--- src/rtl/count_monitor_fifo.sv ---
// Watches a counter value and queues {wrap, count} events for a valid/ready consumer.
// Overflow is tracked by a sticky flag and a saturating drop counter.
module count_monitor_fifo #(
  parameter int WIDTH = 16,
  parameter int DEPTH = 4,
  parameter int AW    = 2,
  parameter int DROPW = 8
) (
  input  logic             clock,
  input  logic             reset,
  input  logic [WIDTH-1:0] count,
  input  logic             clear_ovf,
  input  logic             ready_in,
  output logic             valid_out,
  output logic [WIDTH-1:0] data_out,
  output logic             wrap_out,
  output logic [AW:0]      level,
  output logic             overflow,
  output logic [DROPW-1:0] drop_count
);

  logic [WIDTH-1:0] prev_count;
  logic [WIDTH-1:0] mem_data [DEPTH];
  logic             mem_wrap [DEPTH];
  logic [AW-1:0]    wr_ptr;
  logic [AW-1:0]    rd_ptr;

  logic          ev;
  logic          ev_wrap;
  logic          full;
  logic          pop;
  logic          push;
  logic          drop;
  logic          bypass;
  logic [AW-1:0] rd_nxt;
  logic [AW:0]   level_nxt;

  // valid_out comes from the registered occupancy only, never from ready_in.
  assign valid_out = (level != '0);

  always_comb begin
    ev        = (count != prev_count);
    ev_wrap   = (count < prev_count);
    full      = (level == (AW+1)'(DEPTH));
    pop       = valid_out & ready_in;
    push      = ev & (~full | pop);
    drop      = ev & full & ~pop;
    rd_nxt    = rd_ptr + AW'(pop);
    level_nxt = level + (AW+1)'(push) - (AW+1)'(pop);
    // New entry lands directly in the head slot when it becomes the head this edge.
    bypass    = push & (wr_ptr == rd_nxt);
  end

  always_ff @(posedge clock) begin
    if (push) begin
      mem_data[wr_ptr] <= count;
      mem_wrap[wr_ptr] <= ev_wrap;
    end
  end

  always_ff @(posedge clock or negedge reset) begin
    if (!reset) begin
      prev_count <= '0;
      wr_ptr     <= '0;
      rd_ptr     <= '0;
      level      <= '0;
      data_out   <= '0;
      wrap_out   <= 1'b0;
      overflow   <= 1'b0;
      drop_count <= '0;
    end else begin
      prev_count <= count;
      if (push) wr_ptr <= wr_ptr + AW'(1);
      rd_ptr <= rd_nxt;
      level  <= level_nxt;
      // Head registers hold their last value once the FIFO drains.
      if (level_nxt != '0) begin
        data_out <= bypass ? count   : mem_data[rd_nxt];
        wrap_out <= bypass ? ev_wrap : mem_wrap[rd_nxt];
      end
      if (drop) begin
        overflow <= 1'b1;
        if (clear_ovf)                drop_count <= DROPW'(1);
        else if (drop_count != '1)    drop_count <= drop_count + DROPW'(1);
      end else if (clear_ovf) begin
        overflow   <= 1'b0;
        drop_count <= '0;
      end
    end
  end

endmodule

--- config.mk ---
export PLATFORM = sky130hd
export DESIGN_NAME = count_monitor_fifo
export DESIGN_NICKNAME = d
export VERILOG_FILES = /design/src/rtl/count_monitor_fifo.sv
export SDC_FILE = /design/constraint.sdc
export NUM_CORES = 1
export LEC_CHECK = 0
export CAP_MARGIN = 40
export CORE_UTILIZATION = 57
export CTS_CLUSTER_DIAMETER = 120
export DETAILED_ROUTE_END_ITERATION = 6
export PLACE_DENSITY_LB_ADDON = 0.05
export SKIP_CTS_REPAIR_TIMING = 1
export SYNTH_ARGS = -nofsm -noshare
export SYNTH_HDL_FRONTEND = slang
export SYNTH_SLANG_ARGS = --single-unit
--- constraint.sdc ---
create_clock -name clock -period 4.3 [get_ports clock]
set_clock_uncertainty 0.1 [all_clocks]
set_input_delay 1.075 -clock clock [delete_from_list [all_inputs] [get_ports clock]]
set_output_delay 1.075 -clock clock [all_outputs]
set_load 0.01 [all_outputs]
==> parameters.txt, run 1 <==
Parameter                              Value

STA
  F_max    around 0.24 GHz
  Hold violation total from the final report    0
  Number of pins exceeding their max-slew limit in the final report    0
  Post-route worst setup slack    0.153 ns
  Headroom to the max-slew limit    45.2%
  Setup violations, final    0
  Summed negative setup slack over all endpoints    0 ns
  Unrepaired setup endpoints after global routing    no
  Fraction of the cycle the final worst path needs    a little over nine tenths
  Pin slew with the least headroom to its limit    0.815 ns
  Minimum period implied by the final worst setup slack    between 4 and 5 ns

Worst setup path
  Setup crit start kind    input pin
  Critical path class    input pin to flip-flop
  Capture instance of the worst register-to-register path    data_out[3]$_DFFE_PN0P_
  Reg2Reg Launch Point    prev_count[6]$_DFF_PN0_
  CP Capture Type    flip-flop
  Worst Path Arrival    approximately 4.4 ns
  Data required time at the worst endpoint    approximately 4.6 ns
  Worst-path fanout max    17
  Reg2Reg Setup Slack    0.86 ns
  Number of cells on the worst reg-to-reg path    14

Layout
  Number of nets in the layout    around 440
  Antenna cells    0
  Synth-to-Final Area Change    29.2%
  Final Util    roughly 77%
  Fraction of final layout cells with drive strength greater than 1    between 20% and 30%
  Final std cells w/o fill    approximately 520
  Final design instance area without fill    about 0.0065 mm^2

Floorplan
  Initial core utilization    approximately three fifths
  Die Wd    between 90 and 100 um
  Overall die height    95.7 um
  Placement Rows    33
  Core region area    approximately 0.0083 mm^2
  Top-level I/O count    50
  Die footprint    0.00916 mm^2

Yosys
  Ranking of synthesized cells by instance count    68 x sky130_fd_sc_hd__edfxtp_1, 49 x sky130_fd_sc_hd__dfrtp_1, 24 x sky130_fd_sc_hd__ha_1, 24 x sky130_fd_sc_hd__inv_1, 22 x sky130_fd_sc_hd__and2_1
  Syn Area/Cell    between 15 and 20 um^2
  Cell with the most instances after synthesis    sky130_fd_sc_hd__edfxtp_1
  Post-synthesis sequential element count    roughly 120
  Synth warn    0
  Nets in the synthesized netlist    around 350
  Proportion of register bits with asynchronous set or reset after synthesis    41.9%
  Post-synth EDFFs    68
  Combined area of all synthesized cells    approximately 0.005 mm^2
  Dominant synthesized flop cell    sky130_fd_sc_hd__edfxtp_1
  Post-synth top area cell    sky130_fd_sc_hd__edfxtp_1
  Share of synthesized area occupied by flip-flops and latches    around 65%
  Post-synth top area share    between 40% and 50%
  Number of distinct library cell variants in the gate-level netlist after synthesis    44
  Synth Instances    between 300 and 400
  Top cells by area in the synthesized netlist    sky130_fd_sc_hd__edfxtp_1 41%, sky130_fd_sc_hd__dfrtp_1 25%, sky130_fd_sc_hd__ha_1 6.0%

Global routing
  Maximum number of pins on one net before global-route repair    28
  Global-route wire length before repair    around 16,000 um
  Initial antenna violation count    0
  Via count of the first global-routing pass    between 3,000 and 4,000
  GRT Resource Usage Total    around 25%
  Aggregate global routing overflow    0

Pwr
  Standby leakage power    approximately 0.0026 uW
  Cell area power density    just over 800 mW/mm^2
  VDD IR max    ~0.00046 V

Drt
  Detailed Route WL    ~10,000 um
  First-iteration detailed-routing DRC count    between 100 and 150
  Detailed-router iteration count before antenna repair    6
  Number of design rule violations left after detail routing    0
  Antenna viol nets, final    0
  Vias per Instance    approximately 5.7
  Wire per inst    20.1 um
  Total number of vias    about 3,000

Placed design
  Post-Place Setup Slack    -0.659 ns
  Number of I/O port buffers    slightly below 50
  Dpl hpwl    a little over 6000 um
  Gp weighted congestion    between 0.7 and 0.8
  Total placed cells including tap cells    around 480
  Post-placement cell area    just under 0.006 mm^2

CTS
  Clock transition at the registers of the reported paths    0.06 ns
  Number of buffers between clock root and the deepest sink    2
  Depth of the CTS H-tree    4
  Root Buffer Master    sky130_fd_sc_hd__clkbuf_8
  CTS buffer count    17
  Clock latency at the later pin of the worst-skew pair    0.51 ns
  Number of sinks driven by the clock tree    117
  CTS tree    done

Worst hold path
  HP Class    input pin to asynchronous set/reset pin

Flow run
  Maximum capacitance violations    0

Run status
  Run status    finished clean
[how the worst max path moves through the flow]
stage | startpoint | endpoint | slack (ns) | cells past startpoint
global route | count[0] | data_out[8]$_DFFE_PN0P_ | 0.02 | 15
floorplan | count[11] | data_out[10]$_DFFE_PN0P_ | 0.03 | 15
CTS | count[5] | data_out[3]$_DFFE_PN0P_ | -0.16 | 14
finish | count[0] | data_out[3]$_DFFE_PN0P_ | 0.15 | 15
global placement | count[5] | data_out[13]$_DFFE_PN0P_ | -0.51 | 14
detailed placement | count[5] | data_out[13]$_DFFE_PN0P_ | -0.66 | 14
[final cells by class]
class / count / area (um^2)
well taps: 105 / 131
fillers: 479 / 1880
inverters: 25 / 93.8
clock inverters: 14 / 209
clock buffers: 18 / 418
repair buffers: 82 / 748
flip-flops and latches: 117 / 3270
multi-input cells: 156 / 1600
[metal layers]
layer	track usage, %	part of all wire (%)	up-vias
met5	0	0	-
met4	7.96	0.64	0
met3	7.27	4.1	6
met2	41.5	51	71
met1	32.4	44	1504
li1	-	-	1358
[flip-flops by register name, indices dropped and copies added, names as in the netlist]
name	count
data_out	16
drop_count	8
level	3
mem_data	64
mem_wrap	4
overflow	1
prev_count	16
rd_ptr	2
wr_ptr	2
wrap_out	1
[worst max-delay path, cell delays in order]
cell and delay [ns]:
sky130_fd_sc_hd__clkdlybuf4s50_1 0.52, sky130_fd_sc_hd__inv_1 0.06, sky130_fd_sc_hd__ha_1 0.27, sky130_fd_sc_hd__nand4_1 0.14
sky130_fd_sc_hd__nor4_4 0.35, sky130_fd_sc_hd__nor2_2 0.07, sky130_fd_sc_hd__inv_2 0.06, sky130_fd_sc_hd__ha_1 0.21
sky130_fd_sc_hd__inv_1 0.06, sky130_fd_sc_hd__ha_1 0.17, sky130_fd_sc_hd__fa_1 0.48, sky130_fd_sc_hd__nor3_4 0.35
sky130_fd_sc_hd__nor2b_4 0.08, sky130_fd_sc_hd__buf_12 0.16, sky130_fd_sc_hd__a221o_1 0.36
[kinds of logic (layout without fill, tap and decap cells)]
| logic type | count (synthesis) | count (layout) | share of synthesized area, % |
|---|---|---|---|
| flops | 117 | 117 | 65.3 |
| simple gates | 68 | 68 | 8.48 |
| buf+inv | 35 | 139 | 3.38 |
| compound gates | 32 | 32 | 5.28 |
| fa+ha+maj | 25 | 25 | 6.40 |
| mux | 20 | 20 | 8.85 |
| xor+xnor | 11 | 11 | 2.30 |
[through the flow]
| step | power, uW | hold slack (ns) |
|---|---|---|
| finish | 5350 | 0.430 |
| global route | 5600 | 0.455 |
| CTS | 5290 | 0.430 |
| detailed placement | 3750 | 0.433 |
| global placement | 3680 | 0.418 |
| floorplan | 3140 | 0.372 |
[layout by cell type (no fill, tap or decap), types with 9 or more instances in the layout]
cell,count
sky130_fd_sc_hd__dfrtp_1,49
sky130_fd_sc_hd__inv_1,24
sky130_fd_sc_hd__mux4_2,9
sky130_fd_sc_hd__ha_1,24
sky130_fd_sc_hd__buf_4,32
sky130_fd_sc_hd__and2_1,22
sky130_fd_sc_hd__clkbuf_16,16
sky130_fd_sc_hd__clkdlybuf4s50_1,47
sky130_fd_sc_hd__edfxtp_1,68
sky130_fd_sc_hd__a221o_1,18
[power by group]
part	total, uW	switching (uW)	leakage (uW)	internal, uW
sequential	1770	148	0.00123	1620
combinational	2090	1050	0.00109	1040
clock	1480	491	0.000298	994
Note: power is estimated with default switching activity, not from simulation.
==> inputs of run 2 (changes only) <==
--- a/config.mk
+++ b/config.mk
@@ -6,11 +6,13 @@
 export NUM_CORES = 1
 export LEC_CHECK = 0
 export CAP_MARGIN = 40
+export CORE_ASPECT_RATIO = 2
 export CORE_UTILIZATION = 57
 export CTS_CLUSTER_DIAMETER = 120
 export DETAILED_ROUTE_END_ITERATION = 6
 export PLACE_DENSITY_LB_ADDON = 0.05
 export SKIP_CTS_REPAIR_TIMING = 1
+export SLEW_MARGIN = 10
 export SYNTH_ARGS = -nofsm -noshare
 export SYNTH_HDL_FRONTEND = slang
 export SYNTH_SLANG_ARGS = --single-unit
==> run 2 against run 1 <==
Against the previous run:
- design area up 0.75%
- clock-buffer cell count up 4
- sequential share of layout area down 0.38 points
- combinational power about the same
- wire length down 1.2%
- power down 1.0%
- largest power group unchanged
- first-iteration DRC count down 23%
- sequential power about the same
- critical path depth unchanged
- clock power down 5%
==> parameters.txt, run 2 (synthesized netlist as in run 1, its figures left out) <==
Parameter                              Value

Layout
  Antenna cells    0 (unchanged)
  Number of flip-flops in the largest register    64 (unchanged)
  Biggest regs    mem_data (64), data_out (16), prev_count (16)
  Synth-to-Final Area Change    30.2%
  Register with the most flip-flops    mem_data
  Fraction of final layout cells with drive strength greater than 1    22.1% (+1.9 points)
  Most common cell after layout, fill and taps aside    sky130_fd_sc_hd__edfxtp_1
  Number of nets in the layout    449 (+1.1%)
  Commonest cells after routing, fill and taps aside    68 x sky130_fd_sc_hd__edfxtp_1, 49 x sky130_fd_sc_hd__dfrtp_1, 46 x sky130_fd_sc_hd__clkdlybuf4s50_1, 37 x sky130_fd_sc_hd__buf_4, 24 x sky130_fd_sc_hd__inv_1
  Final std cells w/o fill    517 (unchanged)
  Final design instance area without fill    0.00651 mm^2 (+0.75%)

Worst setup path
  Capture instance of the worst register-to-register path    data_out[9]$_DFFE_PN0P_
  Reg2Reg Launch Point    prev_count[5]$_DFF_PN0_
  Reg2Reg Setup Slack    0.88 ns (+0.02 ns)
  Worst Path Arrival    4.36 ns (-0.07 ns)
  Number of cells on the worst reg-to-reg path    14 (unchanged)
  Setup crit start kind    input pin
  Critical path class    input pin to flip-flop
  Crit path top cell by count    sky130_fd_sc_hd__ha_1
  Slowest cell delay on critical path    0.47 ns (-0.05 ns)
  Worst-path fanout max    17 (unchanged)
  Cell with the largest stage delay on the worst path    sky130_fd_sc_hd__clkdlybuf4s50_1
  Series of cell instances along the critical path    clkdlybuf4s50_1 > ha_4 > nand4_1 > buf_4 > nor4_4 > nor2_2 > inv_2 > ha_1 > inv_1 > ha_1 > fa_2 > nor3_4 > nor2b_4 > buf_12 > a221o_1
  CP Capture Type    flip-flop
  Data required time at the worst endpoint    4.48 ns (-0.10 ns)

Worst hold path
  HP Class    flip-flop to flip-flop
  Cell depth of the worst hold path    2
  Hold Path Sink    overflow$_DFFE_PN0P_
  Worst hold start    overflow$_DFFE_PN0P_

Floorplan
  Placement Rows    48 (+45%)
  Die footprint    0.00918 mm^2 (+0.25%)
  Initial core utilization    58.3% (-1.7 points)
  Top-level I/O count    50 (unchanged)
  Overall die height    135 um (+41%)
  Die Wd    68.3 um (-29%)
  Core region area    0.00859 mm^2 (+3.0%)

Global routing
  Maximum number of pins on one net before global-route repair    27 (-3.6%)
  Global Route met1 Usage    28.4% (-3.9 points)
  Met3 track utilization from global routing    6.84% (-0.43 points)
  Global-route layer with the greatest usage    met2
  Initial antenna violation count    0 (unchanged)
  GRT Resource Usage Total    25.7% (+0.59 points)
  Aggregate global routing overflow    0 (unchanged)
  Met2 GRT Util    45.2% (+3.7 points)
  Via count of the first global-routing pass    3,182 (+4.6%)
  Global-route wire length before repair    16,000 um (+0.21%)

STA
  Final worst hold slack    0.443 ns (+0.0126 ns)
  Hold violation total from the final report    0 (unchanged)
  Minimum period implied by the final worst setup slack    4.18 ns (+0.0305 ns)
  Headroom to the max-slew limit    50.5% (+5.3 points)
  Number of pins exceeding their max-slew limit in the final report    0 (unchanged)
  F_max    0.239 GHz (-0.73%)
  Unrepaired setup endpoints after global routing    no
  Pin slew with the least headroom to its limit    0.737 ns (-0.0784 ns)
  Setup violations, final    0 (unchanged)
  Fraction of the cycle the final worst path needs    97.1% (+0.71 points)

Drt
  Detailed Route WL    10,300 um (-1.2%)
  First-iteration detailed-routing DRC count    113 (-23%)
  Antenna viol nets, final    0 (unchanged)
  Wire per inst    19.9 um (-1.2%)
  Number of design rule violations left after detail routing    0 (unchanged)
  Total number of vias    2,941 (+0.068%)
  Vias per Instance    5.69 (about the same)
  Detailed-router iteration count before antenna repair    4 (-2)

Placed design
  Gp weighted congestion    0.751 (+5.3%)
  Dpl hpwl    6740 um (+11%)
  Number of I/O port buffers    49 (unchanged)
  Total placed cells including tap cells    483 (-0.21%)
  Post-placement cell area    0.00582 mm^2 (+0.41%)

CTS
  CTS tree    done
  Depth of the CTS H-tree    4 (unchanged)
  Number of buffers between clock root and the deepest sink    2 (unchanged)
  Clock transition at the registers of the reported paths    0.05 ns (about the same)
  Clock latency at the later pin of the worst-skew pair    0.40 ns (-0.11 ns)
  CTS buffer count    17 (unchanged)
  Root Buffer Master    sky130_fd_sc_hd__clkbuf_16
  Number of sinks driven by the clock tree    117 (unchanged)

Flow run
  Maximum capacitance violations    0 (unchanged)

Pwr
  Cell area power density    813 mW/mm^2 (-1.8%)
  Standby leakage power    0.00265 uW (+1.4%)
  VDD IR max    0.000557 V (+22%)

Run status
  Run status    finished clean
## run 2: power by group
part	internal, uW	switching (uW)	total, uW	leakage [uW]
Combinational	1080	1040	2110	0.00112
Sequential	1630	147	1770	0.00123
Clock	949	457	1410	0.000299
## run 2: worst max path at each step
stage,startpoint,endpoint,slack [ns],cells after the start
floorplan,count[11],data_out[10]$_DFFE_PN0P_,0.03,15
global placement,count[0],data_out[1]$_DFFE_PN0P_,-0.51,15
detailed placement,count[0],data_out[5]$_DFFE_PN0P_,-0.58,15
CTS,count[0],data_out[15]$_DFFE_PN0P_,-0.19,15
global route,count[11],data_out[0]$_DFFE_PN0P_,0.00005,16
finish,count[11],data_out[9]$_DFFE_PN0P_,0.12,15
## run 2: layer usage
metal | up-vias | part of all wire, %
met5 | - | 0
met4 | 0 | 1.8
met3 | 16 | 3.9
met2 | 75 | 57
met1 | 1478 | 37
li1 | 1372 | -
## run 2: cell type report
type / count / area [um^2]
clock inverter: 10 / 128
timing repair buffer: 87 / 788
clock buffer: 22 / 474
fill: 555 / 2080
multi-input combinational: 156 / 1640
tap: 100 / 125
inverter: 25 / 93.8
sequential: 117 / 3270
## run 2: per-stage QoR
step	power [uW]	utilization [%]	TNS (ns)	setup slack (ns)
after floorplan	3140	-	0	0.0290
after global placement	3700	67.8	-8.61	-0.508
after detailed placement	3780	67.8	-9.75	-0.585
after CTS	5220	74.8	-3.02	-0.191
after global routing	5570	75.8	0	0.0000520
final	5290	75.8	0	0.123
## run 2: critical path, delay by kind of cell
| family | cells | cell delay (ns) |
|---|---|---|
| AO/OA/AOI/OAI | 1 | 0.35 |
| adder cells (fa/ha/maj) | 4 | 1.14 |
| buffers and inverters | 5 | 0.92 |
| AND/OR/NAND/NOR | 5 | 0.85 |
==> inputs of run 3 (changes only) <==
--- a/config.mk
+++ b/config.mk
@@ -7,11 +7,10 @@
 export LEC_CHECK = 0
 export CAP_MARGIN = 40
 export CORE_ASPECT_RATIO = 2
-export CORE_UTILIZATION = 57
+export CORE_UTILIZATION = 61
 export CTS_CLUSTER_DIAMETER = 120
 export DETAILED_ROUTE_END_ITERATION = 6
 export PLACE_DENSITY_LB_ADDON = 0.05
-export SKIP_CTS_REPAIR_TIMING = 1
 export SLEW_MARGIN = 10
 export SYNTH_ARGS = -nofsm -noshare
 export SYNTH_HDL_FRONTEND = slang
==> constraint.sdc (replaced) <==
create_clock -name clock -period 5.3 [get_ports clock]
set_clock_uncertainty 0.1 [all_clocks]
set_input_delay 1.06 -clock clock [delete_from_list [all_inputs] [get_ports clock]]
set_output_delay 1.06 -clock clock [all_outputs]
set_load 0.01 [all_outputs]
==> run 3 against run 2 <==
Against the previous run:
- sequential share of layout area increased by 1.6 points
- design area decreased by 3.2%
- first-iteration DRC count increased by 130%
- worst setup slack improved by 0.64 ns
- global-route usage increased by 2.7 points
- wire length increased by 4.6%
- non-clock buffer count decreased by 24
- via count increased by 1.3%
- sequential power decreased by 19%
- combinational power decreased by 20%
- clock power decreased by 15%
- critical path type unchanged
- critical endpoint is now data_out[14]$_DFFE_PN0P_
- largest power group unchanged
==> parameters.txt, run 3 (synthesized netlist as in run 1, its figures left out) <==
Parameter                              Value

Run status
  Run status    finished clean

Layout
  Most common cell after layout, fill and taps aside    sky130_fd_sc_hd__edfxtp_1
  Biggest regs    mem_data (64), data_out (16), prev_count (16)
  Fraction of final layout cells with drive strength greater than 1    15.3% (-6.8 points)
  Storage cell area    0.00327 mm^2 (unchanged)
  Commonest cells after routing, fill and taps aside    68 x sky130_fd_sc_hd__edfxtp_1, 49 x sky130_fd_sc_hd__dfrtp_1, 48 x sky130_fd_sc_hd__clkdlybuf4s50_1, 24 x sky130_fd_sc_hd__inv_1, 24 x sky130_fd_sc_hd__ha_1
  Final Util    79.4% (+3.6 points)
  Final std cells w/o fill    489 (-5.4%)
  FILL cells    446 (-20%)
  Antenna cells    0 (unchanged)
  Number of flip-flops in the largest register    64 (unchanged)
  Number of nets in the layout    425 (-5.3%)
  Footprint of the multi-input gates    0.00157 mm^2 (-4.2%)
  Register with the most flip-flops    mem_data
  Synth-to-Final Area Change    26.1%

CTS
  Root Buffer Master    sky130_fd_sc_hd__clkbuf_16
  Total setup buffers inserted after CTS    0
  CTS buffer count    17 (unchanged)
  CTS tree    done
  Number of sinks driven by the clock tree    117 (unchanged)
  Number of buffers between clock root and the deepest sink    2 (unchanged)
  Depth of the CTS H-tree    4 (unchanged)
  Hold-fix buffers, CTS    0
  Clock latency at the later pin of the worst-skew pair    0.41 ns (about the same)
  Clock transition at the registers of the reported paths    0.05 ns (about the same)
  Quantity of gates resized following cts    0

Floorplan
  Core region area    0.00794 mm^2 (-7.5%)
  Overall die height    130 um (-3.3%)
  Die footprint    0.00859 mm^2 (-6.4%)
  Top-level I/O count    50 (unchanged)
  Die Wd    66.0 um (-3.2%)
  Placement Rows    46 (-4.2%)
  Initial core utilization    63.0% (+4.7 points)

STA
  Unrepaired setup endpoints after global routing    no
  Final worst hold slack    0.443 ns (-0.000218 ns)
  Summed negative setup slack over all endpoints    0 ns (unchanged)
  Setup violations, final    0 (unchanged)
  Number of pins exceeding their max-slew limit in the final report    0 (unchanged)
  Hold violation total from the final report    0 (unchanged)
  Headroom to the max-slew limit    47.5% (-3.0 points)
  Fraction of the cycle the final worst path needs    85.7%
  Pin slew with the least headroom to its limit    0.781 ns (+0.0447 ns)
  F_max    roughly 0.22 GHz
  Minimum period implied by the final worst setup slack    ~4.5 ns

Global routing
  Initial antenna violation count    0 (unchanged)
  Via count of the first global-routing pass    3,178 (-0.13%)
  Global-route wire length before repair    16,700 um (+4.1%)
  GRT Resource Usage Total    28.5% (+2.7 points)
  Maximum number of pins on one net before global-route repair    50 (+85%)
  Aggregate global routing overflow    0 (unchanged)

Drt
  First-iteration detailed-routing DRC count    258 (+130%)
  Wire per inst    22.0 um (+11%)
  Antenna viol nets, final    0 (unchanged)
  Detailed Route WL    10,800 um (+4.6%)
  Total number of vias    2,980 (+1.3%)
  Vias per Instance    6.09 (+7.1%)
  Detailed-router iteration count before antenna repair    4 (unchanged)
  Number of design rule violations left after detail routing    0 (unchanged)

Worst setup path
  Setup crit start kind    input pin
  Number of buffer and inverter stages on the critical path    4 (-1)
  Family of cells with the greatest summed delay on the critical path    adder cells
  Data required time at the worst endpoint    5.49 ns (+1.01 ns)
  Cell with the largest stage delay on the worst path    sky130_fd_sc_hd__clkdlybuf4s50_1
  Crit path top cell by count    sky130_fd_sc_hd__ha_1
  CP Capture Type    flip-flop
  Slowest cell delay on critical path    0.55 ns (+0.08 ns)
  Worst Path Arrival    4.73 ns (+0.37 ns)
  Critical path class    input pin to flip-flop
  Worst-path fanout max    17 (unchanged)
  Series of cell instances along the critical path    clkdlybuf4s50_1 > ha_1 > nand4_1 > nor4_2 > nor2_1 > inv_2 > ha_1 > inv_1 > ha_1 > fa_1 > nor3_4 > nor2b_2 > buf_4 > a221o_1

Placed design
  Dpl hpwl    6710 um (-0.44%)
  Number of I/O port buffers    49 (unchanged)
  Gp weighted congestion    0.728 (-3.1%)
  Total placed cells including tap cells    457 (-5.4%)

Pwr
  Internal power    2970 uW (-19%)
  Clock group share of total power    27.8% (+1.2 points)
  Cell area power density    685 mW/mm^2 (-16%)
  Sequential share of power    33.3% (-0.2 points)
  Logic gate share of total power    39.0% (-0.9 points)
  Standby leakage power    0.00252 uW (-5.2%)
  Total net switching power    1350 uW (-18%)
  Total power consumption of the routed design    4320 uW (-18%)
  VDD IR max    0.000604 V (+8.4%)
  Fraction of power spent switching nets    31.3% (+0.28 points)

Worst hold path
  HP Class    flip-flop to flip-flop

Flow run
  Maximum capacitance violations    0 (unchanged)
-- run 3: cell type report --
| class | instances | area share [%] |
|---|---|---|
| clock inverters | 10 | 2.40 |
| multi-input cells | 156 | 24.8 |
| well taps | 96 | 1.90 |
| repair buffers | 63 | 10.0 |
| clock buffers | 22 | 7.52 |
| inverters | 25 | 1.49 |
| flip-flops and latches | 117 | 51.8 |
-- run 3: worst register-to-register path, cell delays in order, from the launching register on --
cell and delay [ns]:
sky130_fd_sc_hd__dfrtp_1 0.33, sky130_fd_sc_hd__inv_1 0.04, sky130_fd_sc_hd__ha_1 0.32, sky130_fd_sc_hd__nand4_1 0.21, sky130_fd_sc_hd__nor4_2 0.40, sky130_fd_sc_hd__nor2_1 0.14, sky130_fd_sc_hd__inv_2 0.08, sky130_fd_sc_hd__ha_1 0.22
sky130_fd_sc_hd__inv_1 0.06, sky130_fd_sc_hd__ha_1 0.16, sky130_fd_sc_hd__fa_1 0.48, sky130_fd_sc_hd__nor3_4 0.29, sky130_fd_sc_hd__nor2b_2 0.06, sky130_fd_sc_hd__buf_4 0.21, sky130_fd_sc_hd__a221o_1 0.38
-- run 3: final timing paths --
kind	from	to	slack, ns	depth (start not counted)
max	count[14]	data_out[14]$_DFFE_PN0P_	0.76	14
min	overflow$_DFFE_PN0P_	overflow$_DFFE_PN0P_	0.44	2
max reg2reg	prev_count[14]$_DFF_PN0_	data_out[14]$_DFFE_PN0P_	1.68	14
min reg2reg	overflow$_DFFE_PN0P_	overflow$_DFFE_PN0P_	0.44	2
max in group asynchronous	reset	prev_count[13]$_DFF_PN0_	3.98	2
min in group asynchronous	reset	data_out[10]$_DFFE_PN0P_	0.66	2
-- run 3: per-stage QoR --
stage	area (um^2)	setup WS, ns
global route	6310	0.587
detailed placement	5680	0.398
floorplan	5000	0.786
finish	6310	0.760
CTS	6310	0.754
global placement	5610	0.580
-- run 3: power by group through the flow --
stage | clock network (uW) | registers [uW] | logic [uW]
after floorplan | 0 | 1460 | 1090
after global placement | 0 | 1440 | 1560
after detailed placement | 0 | 1450 | 1680
after CTS | 1210 | 1440 | 1700
after global routing | 1250 | 1470 | 1790
final | 1200 | 1440 | 1690
-- run 3: routing by layer --
layer | up-vias | track usage (%) | wire length [um]
li1 | 1325 | - | -
met5 | - | 0 | 0
met4 | 0 | 14.9 | 293
met1 | 1521 | 31.4 | 3860
met2 | 111 | 49.2 | 6140
met3 | 23 | 7.60 | 468
